$ cat src/rtl/mod_arith_pkg.sv
// Shared encodings for the modular-arithmetic instruction decoder and its
// command sequencer.
package mod_arith_pkg;

    typedef enum logic [1:0] {
        INST_MUL_INIT = 2'b00,
        INST_DIV_INIT = 2'b01,
        INST_NEXT     = 2'b10,
        INST_CLEAR    = 2'b11
    } inst_op_e;

    typedef enum logic [1:0] {
        MQRTR    = 2'b00,
        MHLV     = 2'b01,
        MADD     = 2'b10,
        MADD_SWP = 2'b11
    } micro_op_e;

    typedef enum logic [1:0] {
        IDLE  = 2'b00,
        INIT  = 2'b01,
        ISSUE = 2'b10,
        DONE  = 2'b11
    } seq_state_e;

endpackage

$ cat src/rtl/mod_arith_seq.sv
// Command sequencer: initialises the decoder for one MUL/DIV request, streams
// decoded micro-ops to the datapath over valid/ready, and clears the decoder.
module mod_arith_seq
    import mod_arith_pkg::*;
#(
    parameter int unsigned MAX_STEPS = 1023,
    parameter int unsigned CNT_W     = 10
) (
    input  logic             clk,
    input  logic             rst_n,
    input  logic             start,
    input  logic             start_mul,
    input  logic             abort,
    output logic             busy,
    output logic             done,
    output logic             err,
    output logic [CNT_W-1:0] step_cnt,
    output logic [1:0]       inst_op,
    output logic             inst_en,
    input  logic [1:0]       inst_nxt,
    input  logic             inst_last,
    output logic             dp_valid,
    output logic [1:0]       dp_op,
    input  logic             dp_ready
);

    seq_state_e       state_q, state_d;
    logic             mul_q, mul_d;
    logic [CNT_W-1:0] cnt_q, cnt_d;
    logic             busy_q, busy_d;
    logic             done_q, done_d;
    logic             err_q, err_d;
    logic             valid_q, valid_d;
    logic [1:0]       op_q, op_d;

    inst_op_e         inst_op_c;
    logic             inst_en_c;
    logic             hs;
    logic [CNT_W-1:0] cnt_inc;

    assign hs      = valid_q & dp_ready;
    assign cnt_inc = cnt_q + 1'b1;

    always_comb begin
        state_d   = state_q;
        mul_d     = mul_q;
        cnt_d     = cnt_q;
        busy_d    = busy_q;
        err_d     = err_q;
        valid_d   = valid_q;
        op_d      = op_q;
        inst_en_c = 1'b0;
        inst_op_c = INST_CLEAR;

        unique case (state_q)
            IDLE: begin
                if (start) begin
                    state_d = INIT;
                    mul_d   = start_mul;
                    cnt_d   = '0;
                    busy_d  = 1'b1;
                    err_d   = 1'b0;
                end
            end
            INIT: begin
                inst_en_c = 1'b1;
                if (abort) begin
                    inst_op_c = INST_CLEAR;
                    valid_d   = 1'b0;
                    err_d     = 1'b1;
                    state_d   = DONE;
                end else begin
                    inst_op_c = mul_q ? INST_MUL_INIT : INST_DIV_INIT;
                    op_d      = inst_nxt;
                    valid_d   = 1'b1;
                    state_d   = ISSUE;
                end
            end
            ISSUE: begin
                // abort wins over a simultaneous handshake and does not count it
                if (abort) begin
                    inst_en_c = 1'b1;
                    inst_op_c = INST_CLEAR;
                    valid_d   = 1'b0;
                    err_d     = 1'b1;
                    state_d   = DONE;
                end else if (hs) begin
                    inst_en_c = 1'b1;
                    cnt_d     = cnt_inc;
                    if (inst_last) begin
                        inst_op_c = INST_CLEAR;
                        valid_d   = 1'b0;
                        err_d     = 1'b0;
                        state_d   = DONE;
                    end else if (cnt_inc == CNT_W'(MAX_STEPS)) begin
                        inst_op_c = INST_CLEAR;
                        valid_d   = 1'b0;
                        err_d     = 1'b1;
                        state_d   = DONE;
                    end else begin
                        inst_op_c = INST_NEXT;
                        op_d      = inst_nxt;
                    end
                end
            end
            DONE: begin
                busy_d  = 1'b0;
                state_d = IDLE;
            end
            default: state_d = IDLE;
        endcase

        done_d = (state_q != DONE) && (state_d == DONE);

        if (!rst_n) begin
            inst_en_c = 1'b0;
            inst_op_c = INST_CLEAR;
        end
    end

    always_ff @(posedge clk) begin
        if (!rst_n) begin
            state_q <= IDLE;
            mul_q   <= 1'b0;
            cnt_q   <= '0;
            busy_q  <= 1'b0;
            done_q  <= 1'b0;
            err_q   <= 1'b0;
            valid_q <= 1'b0;
            op_q    <= '0;
        end else begin
            state_q <= state_d;
            mul_q   <= mul_d;
            cnt_q   <= cnt_d;
            busy_q  <= busy_d;
            done_q  <= done_d;
            err_q   <= err_d;
            valid_q <= valid_d;
            op_q    <= op_d;
        end
    end

    assign inst_en  = inst_en_c;
    assign inst_op  = inst_op_c;
    assign busy     = busy_q;
    assign done     = done_q;
    assign err      = err_q;
    assign step_cnt = cnt_q;
    assign dp_valid = valid_q;
    assign dp_op    = op_q;

endmodule

$ cat config.mk
export PLATFORM = sky130hd
export DESIGN_NAME = mod_arith_seq
export DESIGN_NICKNAME = d
export VERILOG_FILES = /design/src/rtl/mod_arith_pkg.sv /design/src/rtl/mod_arith_seq.sv
export SDC_FILE = /design/constraint.sdc
export NUM_CORES = 1
export LEC_CHECK = 0
export BUFFER_PORTS_ARGS = -buffer_cell sky130_fd_sc_hd__buf_4
export CAP_MARGIN = 20
export CORE_ASPECT_RATIO = 0.8
export CORE_MARGIN = 2
export CORE_UTILIZATION = 45
export CTS_CLUSTER_SIZE = 14
export DETAILED_ROUTE_END_ITERATION = 10
export HOLD_SLACK_MARGIN = 0.06
export PLACE_DENSITY = 0.75
export SYNTH_ARGS = -nofsm -noshare
export SYNTH_HDL_FRONTEND = slang
export SYNTH_SLANG_ARGS = --single-unit
$ cat constraint.sdc
create_clock -name clk -period 1.7 [get_ports clk]
set_input_delay 0.17 -clock clk [delete_from_list [all_inputs] [get_ports clk]]
set_output_delay 0.17 -clock clk [all_outputs]
set_load 0.03 [all_outputs]
==> implementation parameters <==
Parameter                              Value

Setup path
  Reg-to-reg slack, setup    -0.20 ns
  Reg2Reg Capture Point    err$_SDFFE_PN0P_
  Chain of cells forming the critical path    ha_4 > and2_4 > a32oi_4 > o22ai_2 > a211oi_2 > o21ai_2 > buf_6
  Worst-path fanout max    6
  Path type of the worst setup path    register to primary output
  Largest delay share family, worst path    compound AO/OA/AOI/OAI gates
  Worst Path Buf+Inv    1
  Kind of launch point of the worst setup path    register
  Worst Path Arrival    about 1.8 ns
  Number of cells on the worst reg-to-reg path    8
  Critical register-to-register path startpoint    step_cnt[1]$_SDFFE_PN0P_
  WP data required    between 1.5 and 2 ns
  CP endpoint kind    primary output
  Slowest stage cell, crit path    sky130_fd_sc_hd__dfxtp_4
  Slowest Stage Delay on Critical Path    0.37 ns

Global route
  Residual overflow from global routing    0
  Antenna violations before repair    0
  Total routing usage reported by global routing    0.2599
  Maximum number of pins on one net before global-route repair    22
  Global-route wire length before repair    6582 um
  Vias in the first global route    ~1.4k

Detailed routing
  Post-route ant nets    0
  DRC Markers    0
  Count of TritonRoute iterations in the first routing pass    5
  Total number of vias    about 1.5k
  Routed length per instance    approximately 17 um
  Initial detailed-routing violation count    between 100 and 150
  Via-per-instance ratio    approximately 6
  Total wirelength of the detailed-routed design    4321 um

Floorplan
  Die width    between 60 and 70 um
  # rows    16
  Die Area    between 3000 and 4000 um2
  I/O Pins    28
  Die H    50.95 um
  Core region area    around 2500 um2
  Starting utilization of the core area    0.4916

Min path
  Worst min-delay path endpoint    dp_op[1]$_SDFFE_PN0P_
  Hold Path Origin    inst_nxt[1]
  Hold Crit Depth    3
  Path type of the worst min-delay path    input port to register

CTS
  Clk Latency, worst-skew pair    between 0.3 and 0.4 ns
  CTS H-tree depth    1
  CTS root buf    sky130_fd_sc_hd__clkbuf_4
  TritonCTS clock tree    built
  Maximum count of clock buffers along a single path    2
  Number of clock sinks    19
  Number of buffers inserted by hold repair at cts    0
  Clock transition at the register clock pins on the worst setup and hold paths after CTS    0.10 ns
  Number of buffers inserted during clock tree synthesis    3

Pwr
  VDD IR max    0.8533 mV
  Total power draw    between 2 and 3 mW
  P_leak    0.7853 nW
  Power density over the cells    ~1400 nW/um2

Synth
  Top cell type's share of synthesized area    0.3068
  Share of synthesized flip-flops with an asynchronous set or reset    0
  Area share of xor/xnor cells in the synthesized design    0.01413
  Basic-gate share of the synthesized area counting and, or, nand and nor cells    0.2987
  Avg Cell Area, Syn    7.750 um2
  Netlist area before placement    1240 um2
  Area fraction in compound gates after synthesis    0.2603
  Combinational family with the most area after synthesis    simple AND/OR/NAND/NOR gates
  Total of warnings raised by yosys    0
  Cell types with the largest area share after synthesis    sky130_fd_sc_hd__dfxtp_1, sky130_fd_sc_hd__ha_1, sky130_fd_sc_hd__a21oi_1
  Count of flip-flops with a built-in enable after synthesis    0
  Adder-cell share of the synthesized area    0.06054
  Prevailing post-synth register cell    sky130_fd_sc_hd__dfxtp_1
  Distinct cell type count after synthesis    42
  Total nets after synthesis    approximately 180
  Post-synth top area cell    sky130_fd_sc_hd__dfxtp_1
  Post-Syn Instances    160
  Sequential share of the synthesized area    0.3068
  Multiplexer area fraction after synthesis    0.01615
  Total of flip-flops plus latches after synthesis    19

Finish
  Core Util, Final    0.7684
  Most common cell after layout, fill and taps aside    sky130_fd_sc_hd__buf_4
  Number of diodes    0
  Number of standard cells in the layout, taps in and fillers out    roughly 260
  Fraction of final layout cells with drive strength greater than 1    0.4636
  Post-layout nets    236
  Layout area overhead    56.31%
  Top library cells by usage in the layout, fill and taps aside    sky130_fd_sc_hd__buf_4, sky130_fd_sc_hd__nand2_1, sky130_fd_sc_hd__dfxtp_1, sky130_fd_sc_hd__a21oi_1, sky130_fd_sc_hd__nor3_1

Timing
  Period minus WS final    about 2 ns
  Number of hold-slack violations in the final timing report    0
  Slew @ Worst Pin    between 0.2 and 0.3 ns
  Count of endpoints failing setup in the final report    15
  Smallest hold slack    0.1250 ns
  Final worst-path setup slack    -0.2964 ns
  Relative slew margins    0.8040
  Maximum clock frequency    ~500 MHz
  Number of slew-limit violations in the final report    0
  Final cycle utilization of the critical path    1.174
  Worst Clk Skew    about 0.014 ns
  Unrepaired setup endpoints after global routing    yes
  Total negative slack for setup checks    -1.312 ns

Placement
  Placed wire-length estimate    around 2800 um
  Post-Place Cells    ~240
  Buffers on Ports    27
  GPL Wtd Cong    between 0.9 and 1

Status
  Result of the run    finished with violations
  Violations in the final reports    negative setup slack

Job
  Maximum capacitance violations    0
cells by family after synthesis:
logic type               count (synthesis)
AO/OA/AOI/OAI                           47
XOR/XNOR                                 2
adder cells (fa/ha/maj)                  6
buffers and inverters                   14
flip-flops                              19
multiplexers                             2
AND/OR/NAND/NOR                         70
per-stage QoR:
| step | instance area, um2 | worst slack, ns |
|---|---|---|
| 2_1_floorplan | 1294 | 0.002869 |
| 3_3_place_gp | 1689 | -0.01804 |
| 3_5_place_dp | 1689 | -0.06172 |
| 4_1_cts | 1837 | -0.2939 |
| 5_1_grt | 1938 | -0.3385 |
| 6_report | 1938 | -0.2964 |
routing by layer:
| layer | GRT usage | part of all wire | vias up |
|---|---|---|---|
| li1 | - | - | 695 |
| met1 | 0.3270 | 0.41 | 703 |
| met2 | 0.4409 | 0.45 | 111 |
| met3 | 0.05947 | 0.099 | 26 |
| met4 | 0.09259 | 0.037 | 0 |
| met5 | 0 | 0 | - |
state kept, by name, summed over array words and instances (netlist names):
| name | cells |
|---|---|
| step_cnt | 10 |
| dp_op | 2 |
| state_q | 2 |
| busy | 1 |
| done | 1 |
| dp_valid | 1 |
| err | 1 |
| mul_q | 1 |
worst register-to-register path, delay by kind of cell (launching register included):
kind	cells	cell delay, ns
AOI/OAI and AO/OA	6	1.09
adders and majority gates	1	0.19
buffers and inverters	1	0.15
DFF	1	0.37
power by group:
part           switching (mW)  internal (mW)  total (mW)  leakage, nW
Sequential             0.0503          0.522       0.572        0.159
Clock                   0.144         0.0915       0.236       0.0150
Combinational            1.04          0.905        1.94        0.612
Total                    1.23           1.52        2.75        0.785
final cells by class:
class,instances,area [um2]
Multi-Input combinational cell,127,945.9
Fill cell,179,584.3
Timing Repair Buffer,62,491.7
Sequential cell,19,395.4
Tap cell,36,45.04
Inverter,8,33.78
Clock buffer,4,26.28
how the worst max path moves through the flow:
stage | startpoint | endpoint | slack, ns | depth (start not counted)
after CTS | step_cnt[0]$_SDFFE_PN0P_ | inst_op[0] | -0.29 | 7
final | step_cnt[1]$_SDFFE_PN0P_ | inst_op[0] | -0.30 | 7
after detailed placement | state_q[1]$_SDFF_PN0_ | dp_op[0]$_SDFFE_PN0P_ | -0.06 | 8
after floorplan | state_q[0]$_SDFF_PN0_ | step_cnt[5]$_SDFFE_PN0P_ | 0.003 | 8
after global routing | step_cnt[0]$_SDFFE_PN0P_ | inst_op[0] | -0.34 | 7
after global placement | step_cnt[1]$_SDFFE_PN0P_ | inst_op[0] | -0.02 | 7
cells in the mapped netlist, types with 2 or more instances:
cell / n
sky130_fd_sc_hd__clkbuf_1: 5
sky130_fd_sc_hd__o21a_1: 6
sky130_fd_sc_hd__mux2i_1: 2
sky130_fd_sc_hd__dfxtp_1: 19
sky130_fd_sc_hd__nor2_1: 10
sky130_fd_sc_hd__ha_1: 6
sky130_fd_sc_hd__nor2b_1: 8
sky130_fd_sc_hd__a21oi_1: 13
sky130_fd_sc_hd__inv_1: 8
sky130_fd_sc_hd__nor3_1: 12
sky130_fd_sc_hd__nand3_1: 10
sky130_fd_sc_hd__nand2b_1: 3
sky130_fd_sc_hd__a31oi_1: 2
sky130_fd_sc_hd__a21boi_0: 5
sky130_fd_sc_hd__nand4_1: 2
sky130_fd_sc_hd__o21ai_0: 8
sky130_fd_sc_hd__nand2_1: 15
sky130_fd_sc_hd__or3_1: 2
what timing repair did:
action                     in CTS  in global routing
setup buffers                   8                  3
setup endpoints to repair      10                 20
resized for setup              16                 18
cloned                          0                  0
pin swaps                      11                  7
No activity file was read; power rests on OpenSTA's default activity.
